## src/rtl/dfr_reservoir.sv

```systemverilog
// Multi-bit delayed-feedback reservoir: each accepted sample is spread over
// VIRTUAL_NODES virtual nodes, one node per cycle, through a delay line.
module dfr_reservoir #(
  parameter int          DATA_WIDTH    = 16,
  parameter int          VIRTUAL_NODES = 10,
  parameter logic [15:0] MASK_SEED     = 16'hACE1,
  parameter int          IDX_W         = $clog2(VIRTUAL_NODES)
) (
  input  logic                         clk,
  input  logic                         rst,
  input  logic                         din_valid,
  input  logic signed [DATA_WIDTH-1:0] din,
  output logic                         din_ready,
  input  logic [1:0]                   mode,
  input  logic [2:0]                   fb_shift,
  output logic                         dout_valid,
  output logic signed [DATA_WIDTH-1:0] dout,
  output logic [IDX_W-1:0]             dout_idx,
  output logic                         dout_last
);

  // state  | meaning
  // S_INIT | zero one delay-line entry per cycle after reset
  // S_IDLE | ready, waiting for a sample
  // S_RUN  | compute and emit node r_k of the latched sample
  typedef enum logic [1:0] {S_INIT, S_IDLE, S_RUN} state_t;

  localparam logic [IDX_W-1:0] LAST_IDX = IDX_W'(VIRTUAL_NODES - 1);
  localparam logic signed [DATA_WIDTH-1:0] MAX_V  = {1'b0, {(DATA_WIDTH-1){1'b1}}};
  localparam logic signed [DATA_WIDTH-1:0] MIN_V  = {1'b1, {(DATA_WIDTH-1){1'b0}}};
  localparam logic signed [DATA_WIDTH-1:0] CLIP_P = {2'b01, {(DATA_WIDTH-2){1'b0}}};
  localparam logic signed [DATA_WIDTH-1:0] CLIP_N = {2'b11, {(DATA_WIDTH-2){1'b0}}};

  state_t                       r_state, w_state_nxt;
  logic [IDX_W-1:0]             r_k, w_k_nxt;
  logic [15:0]                  r_lfsr, w_lfsr_nxt;
  logic signed [DATA_WIDTH-1:0] r_u;
  logic [1:0]                   r_mode;
  logic [2:0]                   r_shift;
  logic signed [DATA_WIDTH-1:0] r_line [VIRTUAL_NODES];

  logic                         w_accept;
  logic                         w_node_en;
  logic                         w_wr_en;
  logic signed [DATA_WIDTH-1:0] w_wr_data;
  logic                         w_lfsr_fb;
  logic signed [DATA_WIDTH-1:0] w_x_old;
  logic signed [DATA_WIDTH-1:0] w_neg_u;
  logic signed [DATA_WIDTH-1:0] w_term_u;
  logic signed [DATA_WIDTH-1:0] w_fb;
  logic signed [DATA_WIDTH:0]   w_sum;
  logic signed [DATA_WIDTH-1:0] w_sat;
  logic signed [DATA_WIDTH-1:0] w_nl;

  assign din_ready = (r_state == S_IDLE);
  assign w_lfsr_fb = r_lfsr[0] ^ r_lfsr[2] ^ r_lfsr[3] ^ r_lfsr[5];

  // Node datapath; the delay-line entry is read combinationally before its write
  always_comb begin
    w_x_old  = r_line[r_k];
    w_neg_u  = (r_u == MIN_V) ? MAX_V : -r_u;
    w_term_u = r_lfsr[0] ? r_u : w_neg_u;
    w_fb     = w_x_old >>> r_shift;
    w_sum    = {w_term_u[DATA_WIDTH-1], w_term_u} + {w_fb[DATA_WIDTH-1], w_fb};
    if (w_sum[DATA_WIDTH] != w_sum[DATA_WIDTH-1]) begin
      w_sat = w_sum[DATA_WIDTH] ? MIN_V : MAX_V;
    end else begin
      w_sat = w_sum[DATA_WIDTH-1:0];
    end
    w_nl = w_sat;
    case (r_mode)
      2'd1: w_nl = w_sat[DATA_WIDTH-1] ? '0 : w_sat;
      2'd2: begin
        if (w_sat > CLIP_P) begin
          w_nl = CLIP_P;
        end else if (w_sat < CLIP_N) begin
          w_nl = CLIP_N;
        end
      end
      default: w_nl = w_sat;
    endcase
  end

  always_comb begin
    w_state_nxt = r_state;
    w_k_nxt     = r_k;
    w_lfsr_nxt  = r_lfsr;
    w_accept    = 1'b0;
    w_node_en   = 1'b0;
    w_wr_en     = 1'b0;
    w_wr_data   = '0;
    case (r_state)
      S_INIT: begin
        w_wr_en = 1'b1;
        if (r_k == LAST_IDX) begin
          w_k_nxt     = '0;
          w_state_nxt = S_IDLE;
        end else begin
          w_k_nxt = r_k + IDX_W'(1);
        end
      end
      S_IDLE: begin
        if (din_valid) begin
          w_accept    = 1'b1;
          w_lfsr_nxt  = MASK_SEED;
          w_k_nxt     = '0;
          w_state_nxt = S_RUN;
        end
      end
      S_RUN: begin
        w_node_en  = 1'b1;
        w_wr_en    = 1'b1;
        w_wr_data  = w_nl;
        w_lfsr_nxt = {w_lfsr_fb, r_lfsr[15:1]};
        if (r_k == LAST_IDX) begin
          w_k_nxt     = '0;
          w_state_nxt = S_IDLE;
        end else begin
          w_k_nxt = r_k + IDX_W'(1);
        end
      end
      default: begin
        w_k_nxt     = '0;
        w_state_nxt = S_INIT;
      end
    endcase
  end

  always_ff @(posedge clk) begin
    if (rst) begin
      r_state <= S_INIT;
      r_k     <= '0;
      r_lfsr  <= MASK_SEED;
    end else begin
      r_state <= w_state_nxt;
      r_k     <= w_k_nxt;
      r_lfsr  <= w_lfsr_nxt;
    end
  end

  always_ff @(posedge clk) begin
    if (rst) begin
      r_u        <= '0;
      r_mode     <= '0;
      r_shift    <= '0;
      dout_valid <= 1'b0;
      dout       <= '0;
      dout_idx   <= '0;
      dout_last  <= 1'b0;
    end else begin
      if (w_accept) begin
        r_u     <= din;
        r_mode  <= mode;
        r_shift <= fb_shift;
      end
      dout_valid <= w_node_en;
      if (w_node_en) begin
        dout      <= w_nl;
        dout_idx  <= r_k;
        dout_last <= (r_k == LAST_IDX);
      end
    end
  end

  // Delay line has no reset; the INIT pass clears it
  always_ff @(posedge clk) begin
    if (w_wr_en && !rst) begin
      r_line[r_k] <= w_wr_data;
    end
  end

endmodule

```

## config.mk

```make
export PLATFORM = sky130hd
export DESIGN_NAME = dfr_reservoir
export DESIGN_NICKNAME = d
export VERILOG_FILES = /design/src/rtl/dfr_reservoir.sv
export SDC_FILE = /design/constraint.sdc
export NUM_CORES = 1
export LEC_CHECK = 0
export CORE_MARGIN = 3
export CORE_UTILIZATION = 55
export CTS_BUF_LIST = sky130_fd_sc_hd__clkbuf_16
export DETAILED_ROUTE_END_ITERATION = 16
export GPL_TIMING_DRIVEN = 0
export PLACE_DENSITY = 0.75
export SLEW_MARGIN = 20
export SYNTH_ARGS = -nofsm -noshare
export SYNTH_HDL_FRONTEND = slang
export SYNTH_SLANG_ARGS = --single-unit
```

## constraint.sdc

```tcl
create_clock -name clk -period 6.7 [get_ports clk]
set_input_delay 0.67 -clock clk [delete_from_list [all_inputs] [get_ports clk]]
set_output_delay 0.67 -clock clk [all_outputs]
set_load 0.05 [all_outputs]
```

Word-level counts from Yosys, hierarchy flattened

Memories as Yosys holds them, arrays and structs flattened. A register that Yosys moved wholly into a read port is not among the register bits.
Index checks and enable logic that the tools add are counted.

Register bits: 65
Memory bits (writable): 160
Bits of input ports: 24
Output and inout bits: 23
Logic and storage cells: 61
Memories: 1

Memory list:

| name   | words | width | read ports | clocked after memory_dff | wr ports | line | text |
|---|---|---|---|---|---|---|---|
| r_line | 10    | 16    | 1          | 1                        | 1        | 40   | `logic signed [DATA_WIDTH-1:0] r_line [VIRTUAL_NODES];` |

$add $sub $neg: 3
Order comparisons: 2
Equal/unequal tests: 9
Shift operators: 1
Muxes and demuxes: 25
Bitwise logic cells: 3
Reductions and logical operators: 7

Operators by type and width:

| kind                                                          | number |
|---|---|
| two-way mux 16 bit                                            | 8 |
| one-hot mux 16 bit (2 select lines)                           | 2 |
| adder 16 x 16 -> 17 bit                                       | 1 |
| == test 16 bit (second input constant)                        | 1 |
| greater-than comparator 16 bit (second input constant)        | 1 |
| less-than comparator 16 x 15 -> 1 bit (second input constant) | 1 |
| two-way mux 4 bit                                             | 4 |
| negation 16 bit                                               | 1 |
| >>> shifter 16 x 3 -> 16 bit                                  | 1 |
| two-way mux 15 bit                                            | 1 |
| one-hot mux 4 bit (2 select lines)                            | 1 |
| two-way mux 1 bit                                             | 6 |
| adder 4 x 1 -> 4 bit (second input constant)                  | 1 |
| == test 2 x 1 -> 1 bit (second input constant)                | 2 |
| == test 2 bit (second input constant)                         | 2 |
| == test 4 bit (second input constant)                         | 1 |
| two-way mux 2 bit                                             | 2 |
| one-hot mux 2 bit (2 select lines)                            | 1 |
| AND reduction 2 bit                                           | 2 |
| bitwise XOR 1 bit                                             | 3 |
| logical NOT 2 bit                                             | 1 |
| != test 2 x 1 -> 1 bit (second input constant)                | 1 |
| != test 2 bit (second input constant)                         | 1 |
| nonzero test 2 bit                                            | 1 |
| other kinds (4)                                               | 4 |

Depth between registers and ports, before layout

Gate-level depths: netlist (run 1).

Word-level depth: 11
Mapped depth: 27
Gate-level depth less buffers: 25

Least setup slack after synthesis (run 1)

Ideal clock, no wire load.

Path type: register to register
Start: reg (tool-made name)
End: mem r_line[0][0] (data pin)
Setup time: 289 ps
Data arrival time: 6289 ps
Data required time: 6411 ps
Path slack: 122 ps
Stages on the path, launching flop included: 25
Buffers on the path: 2
Clock period less this slack: 6578 ps
Cell sequence: dfxtp_1 -> buf_2 -> buf_2 -> mux4_2 -> a211oi_1 -> a21oi_1 -> mux2i_1 -> mux2i_1 -> mux2_2 -> ha_1 -> a211oi_1 -> o21ai_0 -> a31oi_1 -> o221ai_1 -> a21oi_1 -> o21bai_1 -> xor2_1 -> ha_1 -> nor2_1 -> nand4_1 -> or3_1 -> or4_1 -> nor3_2 -> nand4_2 -> a2111oi_2

RTL lines:

| element   | line |
|---|---|
| to (decl) | 40 |

==> results.sh, run 1 <==
export IMPL_ys_warnings_count=0
export IMPL_cp_data_required_time_ns=7.09
export IMPL_max_freq_mhz=151
export IMPL_overflow=0
export IMPL_cts_tree="done"
export IMPL_path_depth=30
export IMPL_worst_setup_path_start_kind="flip-flop"
export IMPL_fin_crit_ns=6.64
export IMPL_vdd_ir_drop_max_mv=0.203
export IMPL_slowest_stage="mux4_2"
export IMPL_yosysTopAreaCell="edfxtp_1"
export IMPL_viasPerCell=5.99
export IMPL_ys_ff_latch=229
export IMPL_min_period_over_period_pct=99.1
export IMPL_rr_worst_depth=30
export IMPL_yosysSeqAreaShare_pct=57.9
export IMPL_seqCellArea_mm2=0.00619
export IMPL_slowest_delay_ns=0.54
export IMPL_clk_pin_slew_worst_paths_ns=0.06
export IMPL_die_height_um=145
export IMPL_core_rowCount=50
export IMPL_synth_top_area_share_pct=45.0
export IMPL_worst_path_buf_inv=7
export IMPL_start_util_pct=56.5
export IMPL_antenna_found_initial=0
export IMPL_leakage_uw=0.00470
export IMPL_power_density_mw_per_mm2=250
export IMPL_cts_made_buffers=24
export IMPL_tns_ns=0
export IMPL_max_cap_violations=0
export IMPL_drive_gt1_share_pct=24.4
export IMPL_worst_pin_slew_ns=0.940
export IMPL_synthTopCellsByArea="edfxtp_1, dfxtp_1, mux4_2"
export IMPL_cts_path_max_buffers=3
export IMPL_routed_wl_um=27800
export IMPL_clock_latency_ns=0.54
export IMPL_io_pins=47
export IMPL_root_buffer="clkbuf_16"
export IMPL_setup_viol=0
export IMPL_synth_avg_cell_area_um2=12.2
export IMPL_first_pass_iters=5
export IMPL_syn_nets=925
export IMPL_critPathCaptureType="flip-flop"
export IMPL_via_count=7744
export IMPL_slew_violations=0
export IMPL_clkSinkCount=229
export IMPL_insertedDiodeCount=0
export IMPL_maxSlewHeadroom_pct=37.3
export IMPL_whs_ns=0.462
export IMPL_worstPathMaxFanout=8
export IMPL_min_path_cells=2
export IMPL_async_flop_share_pct=0
export IMPL_synthCells=879
export IMPL_io_buffers=46
export IMPL_cp_top_family="compound AO/OA/AOI/OAI gates"
export IMPL_ctsHtreeMaxLevel=1
export IMPL_track_usage_pct=23.9
export IMPL_grt_max_degree=17
export IMPL_num_fill_cells=1270
export IMPL_grt_pass1_wl_um=40100
export IMPL_place_congestion=0.962
export IMPL_antenna_left=0
export IMPL_core_area_mm2=0.0189
export IMPL_syn_area_mm2=0.0107
export IMPL_layout_nets=1061
export IMPL_dp_hpwl_um=17700
export IMPL_die_area_mm2=0.0211
export IMPL_drt_iter0_drc=897
export IMPL_hold_viol_final=0
export IMPL_multiInputGateArea_mm2=0.00474
export IMPL_skew_ns=0.0135
export IMPL_synth_edf_count=160
export IMPL_rsz0062_at_grt="true"
export IMPL_route_detailed_drc=0
export IMPL_run_status="completed"
export IMPL_grt_pass1_vias=7282
export IMPL_synth_cell_types=64
export IMPL_arrival_ns=7.03
export IMPL_drt_wirelength_per_cell_um=21.5
export IMPL_area_growth_pct=26.7
export IMPL_critPathKind="reg2reg"
export IMPL_die_width_um=145
export IMPL_final_cell_mix="edfxtp_1, nand2_1, dfxtp_1"
export IMPL_synth_flop_cell="edfxtp_1"
export IMPL_hold_path_class="reg2reg"
export IMPL_final_common_cell="edfxtp_1"
-- Yosys cell counts, types with 21 or more instances --
cell      number
o21ai_0       33
nor2_1        52
ha_1          21
edfxtp_1     160
a21oi_1       79
dfxtp_1       69
nand2_1      121
mux2i_1       37
xnor2_1       22
nor2b_1       21
a211oi_1      23
clkbuf_1      29
mux4_2        34
-- cell families (layout without fill, tap and decap cells) --
logic type,Yosys count,after routing,synth area share (%)
AND/OR/NAND/NOR,256,256,10.8
AO/OA/AOI/OAI,196,196,12.0
XOR/XNOR,32,32,2.62
buffers and inverters,67,221,2.75
flip-flops,229,229,57.9
multiplexers,77,77,11.3
adder cells (fa/ha/maj),22,22,2.65
-- layer usage --
metal	global-route usage, %	vias up	routed length (um)
li1	-	3527	-
met1	35.7	3789	12000
met2	36.6	366	12800
met3	3.86	62	2260
met4	6.98	0	791
met5	0	-	0
-- repair_timing --
item / in CTS / in global routing
hold buffers: 0 / 0
gates resized for setup: 66 / 82
pin swaps: 12 / 39
gates cloned: 0 / 3
setup endpoints to repair: 165 / 150
buffers inserted: 8 / 43
-- registers in the layout (all words and copies together), names as in the netlist, 3 cells and up, named ones only --
signal and count:
r_line 160, dout 16, r_lfsr 16, r_u 16, dout_idx 4, r_k 4
r_shift 3
-- where the power goes --
part	total [uW]	internal (uW)	switching (uW)	leakage [uW]
Clock	1330	772	555	0.000405
Combinational	521	220	301	0.00228
Sequential	1530	1520	10.7	0.00202
Total	3380	2510	867	0.00470
-- final cells by class --
class / count / share of cell area, %
flip-flops and latches: 229 / 45.7
multi-input cells: 583 / 35.0
repair buffers: 111 / 8.18
clock buffers: 24 / 4.44
well taps: 260 / 2.40
plain buffers: 46 / 2.22
clock inverters: 20 / 1.43
inverters: 20 / 0.573
-- path summary, 6_finish.rpt --
path	start	end	slack (ns)
setup / recovery	flip-flop	r_line[8][3]	0.06
hold / removal	dout_idx[3]	dout_idx[3]	0.46
setup reg to reg	flip-flop	r_line[8][3]	0.06
hold reg to reg	dout_idx[3]	dout_idx[3]	0.46
-- metrics by stage --
step,instance area [um2],util (%),total power (uW),instances,setup WS (ns)
6_report,13500,71.7,3380,1293,0.0605
5_1_grt,13500,71.7,3490,1293,-0.177
4_1_cts,12800,68.0,3290,1248,0.0283
3_5_place_dp,11600,61.6,1960,1196,-1.85
3_3_place_gp,11500,60.7,1950,1185,-1.75
2_1_floorplan,10700,-,1840,879,0.122
-- worst register-to-register path, delay by kind of cell (launching register included) --
kind,cells,cell delay [ns]
AO/OA/AOI/OAI,10,1.74
XOR/XNOR,1,0.28
adder cells (fa/ha/maj),2,0.56
buffers and inverters,7,1.12
flip-flops,1,0.38
multiplexers,3,0.86
AND/OR/NAND/NOR,7,1.52
Note: power is estimated with default switching activity, not from simulation.
==> run 2: changes to the inputs <==
--- a/config.mk
+++ b/config.mk
@@ -5,10 +5,11 @@
 export SDC_FILE = /design/constraint.sdc
 export NUM_CORES = 1
 export LEC_CHECK = 0
-export CORE_MARGIN = 3
+export CORE_MARGIN = 4
 export CORE_UTILIZATION = 55
 export CTS_BUF_LIST = sky130_fd_sc_hd__clkbuf_16
 export DETAILED_ROUTE_END_ITERATION = 16
+export GPL_ROUTABILITY_DRIVEN = 0
 export GPL_TIMING_DRIVEN = 0
 export PLACE_DENSITY = 0.75
 export SLEW_MARGIN = 20
==> results.sh, run 2 (synthesis gave the netlist of run 1 again) <==
export IMPL_run_status="finished with violations"
export IMPL_violations="negative setup slack"
export IMPL_insertedDiodeCount=0
export IMPL_arrival_ns=7.15
export IMPL_drt_iter0_drc=1036
export IMPL_min_path_cells=2
export IMPL_regMostFlops="r_line"
export IMPL_r2r_end="r_line[9][10]"
export IMPL_leakage_uw=0.00465
export IMPL_p_clk_share_pct=38.1
export IMPL_routed_wl_um=27200
export IMPL_place_ws_ns=-1.69
export IMPL_grt_pass1_vias=7370
export IMPL_layout_nets=1052
export IMPL_cp_data_required_time_ns=7.10
export IMPL_rr_worst_depth=27
export IMPL_route_detailed_drc=0
export IMPL_antenna_left=0
export IMPL_power_density_mw_per_mm2=246
export IMPL_cts_hold_buffers=0
export IMPL_clock_latency_ns=0.54
export IMPL_critPathKind="reg2reg"
export IMPL_p_sw_uw=859
export IMPL_drive_gt1_share_pct=23.0
export IMPL_power_internal_uw=2430
export IMPL_final_util_pct=70.8
export IMPL_die_width_um=147
export IMPL_drt_wirelength_per_cell_um=21.2
export IMPL_overflow=0
export IMPL_hp_start="dout_idx[2]"
export IMPL_die_height_um=147
export IMPL_max_freq_mhz=148
export IMPL_tns_ns=-1.06
export IMPL_layout_setup_ws_ns=-0.0576
export IMPL_ctsHtreeMaxLevel=1
export IMPL_grt_pass1_wl_um=40700
export IMPL_area_growth_pct=25.1
export IMPL_worst_setup_path_start_kind="flip-flop"
export IMPL_cts_path_max_buffers=3
export IMPL_whs_ns=0.462
export IMPL_rrSetupSlack_ns=-0.06
export IMPL_io_pins=47
export IMPL_critPathCaptureType="flip-flop"
export IMPL_die_area_mm2=0.0217
export IMPL_io_buffers=46
export IMPL_final_cell_mix="edfxtp_1, nand2_1, dfxtp_1"
export IMPL_min_period_over_period_pct=101
export IMPL_clk_pin_slew_worst_paths_ns=0.06
export IMPL_final_cells=1284
export IMPL_maxSlewHeadroom_pct=41.4
export IMPL_core_area_mm2=0.0189
export IMPL_largest_reg_flops=160
export IMPL_cts_made_buffers=24
export IMPL_clkSinkCount=229
export IMPL_via_count=7852
export IMPL_swShare_pct=26.1
export IMPL_worstPathMaxFanout=6
export IMPL_root_buffer="clkbuf_16"
export IMPL_dp_hpwl_um=17400
export IMPL_slew_violations=0
export IMPL_hold_path_class="reg2reg"
export IMPL_final_common_cell="edfxtp_1"
export IMPL_setup_viol=30
export IMPL_worst_pin_slew_ns=0.878
export IMPL_hold_viol_final=0
export IMPL_cts_tree="done"
export IMPL_skew_ns=0.0152
export IMPL_antenna_found_initial=0
export IMPL_power_frac_comb_pct=15.3
export IMPL_max_cap_violations=0
export IMPL_viasPerCell=6.12
export IMPL_first_pass_iters=6
export IMPL_fin_crit_ns=6.76
export IMPL_placed_cells=1196
export IMPL_pwr_share_seq_pct=46.6
export IMPL_vdd_ir_drop_max_mv=0.200
export IMPL_core_rowCount=50
export IMPL_start_util_pct=56.5
export IMPL_rsz0062_at_grt="true"
export IMPL_whs_endpoint="dout_idx[2]"
export IMPL_grt_max_degree=17
export IMPL_track_usage_pct=23.7
-- run 2: cell count changes in the layout (fill, tap and decap cells not counted), moves of 3 or more --
cell	previous run	this run
buf_12	9	6
buf_6	8	5
a21oi_1	59	62
buf_4	51	45
a21oi_2	11	8
-- run 2: metal layers --
| metal | vias up | track usage (%) | wire (um) |
|---|---|---|---|
| li1 | 3518 | - | - |
| met1 | 3819 | 34.1 | 11200 |
| met2 | 427 | 37.9 | 12800 |
| met3 | 88 | 4.35 | 2370 |
| met4 | 0 | 6.06 | 885 |
| met5 | - | 0 | 0 |
-- run 2: repair_timing --
item	4_1_cts	5_1_grt
cloned	0	4
pin swaps	10	36
resized for setup	65	64
setup endpoints to repair	165	150
hold endpoints to repair	0	0
setup buffers	7	33
-- run 2: power by group through the flow --
| stage | Combinational, uW | Sequential (uW) | Clock, uW |
|---|---|---|---|
| after floorplan | 279 | 1560 | 0 |
| after global placement | 385 | 1560 | 0 |
| after detailed placement | 396 | 1560 | 0 |
| after CTS | 422 | 1530 | 1260 |
| after global routing | 537 | 1530 | 1340 |
| final | 503 | 1530 | 1250 |
-- run 2: how the worst max path moves through the flow --
stage                          endpoint  slack, ns  cells past startpoint
after floorplan            r_line[0][0]       0.12                     24
after global placement     r_line[2][3]      -1.68                     24
after detailed placement   r_line[3][3]      -1.69                     24
after CTS                 r_line[8][10]      0.007                     27
after global routing      r_line[9][10]      -0.24                     28
final                     r_line[9][10]      -0.06                     27
-- run 2: area by class of cell --
class	instances	area, um2
timing repair buffer	101	1030
tap	260	325
clock inverter	20	151
buffer	47	298
clock buffer	24	601
sequential	229	6190
fill	1252	5520
inverter	20	75.1
multi-input combinational	583	4700
-- run 2: critical path, stage by stage, from the launching register on --
cell and delay [ns]:
dfxtp_4 0.41, buf_12 0.16, clkbuf_16 0.16, mux4_2 0.54, a211oi_4 0.28, a21oi_2 0.10
mux2i_1 0.27, mux2i_1 0.16, mux2_4 0.32, ha_4 0.23, a211oi_4 0.28, o21ai_2 0.11
a31oi_4 0.25, o221ai_2 0.17, a21oi_2 0.16, o21bai_1 0.10, xor2_1 0.29, ha_4 0.29
nor2_4 0.14, nand4_1 0.12, or3_1 0.36, or4_4 0.44, nor3_4 0.24, nand4_4 0.21
buf_12 0.22, a211oi_4 0.28, buf_4 0.17, buf_12 0.11
-- run 2: stage by stage --
step	power (uW)	cell area, um2
3_5_place_dp	1960	11600
5_1_grt	3400	13400
4_1_cts	3210	12800
2_1_floorplan	1840	10700
6_report	3290	13400
3_3_place_gp	1950	11500
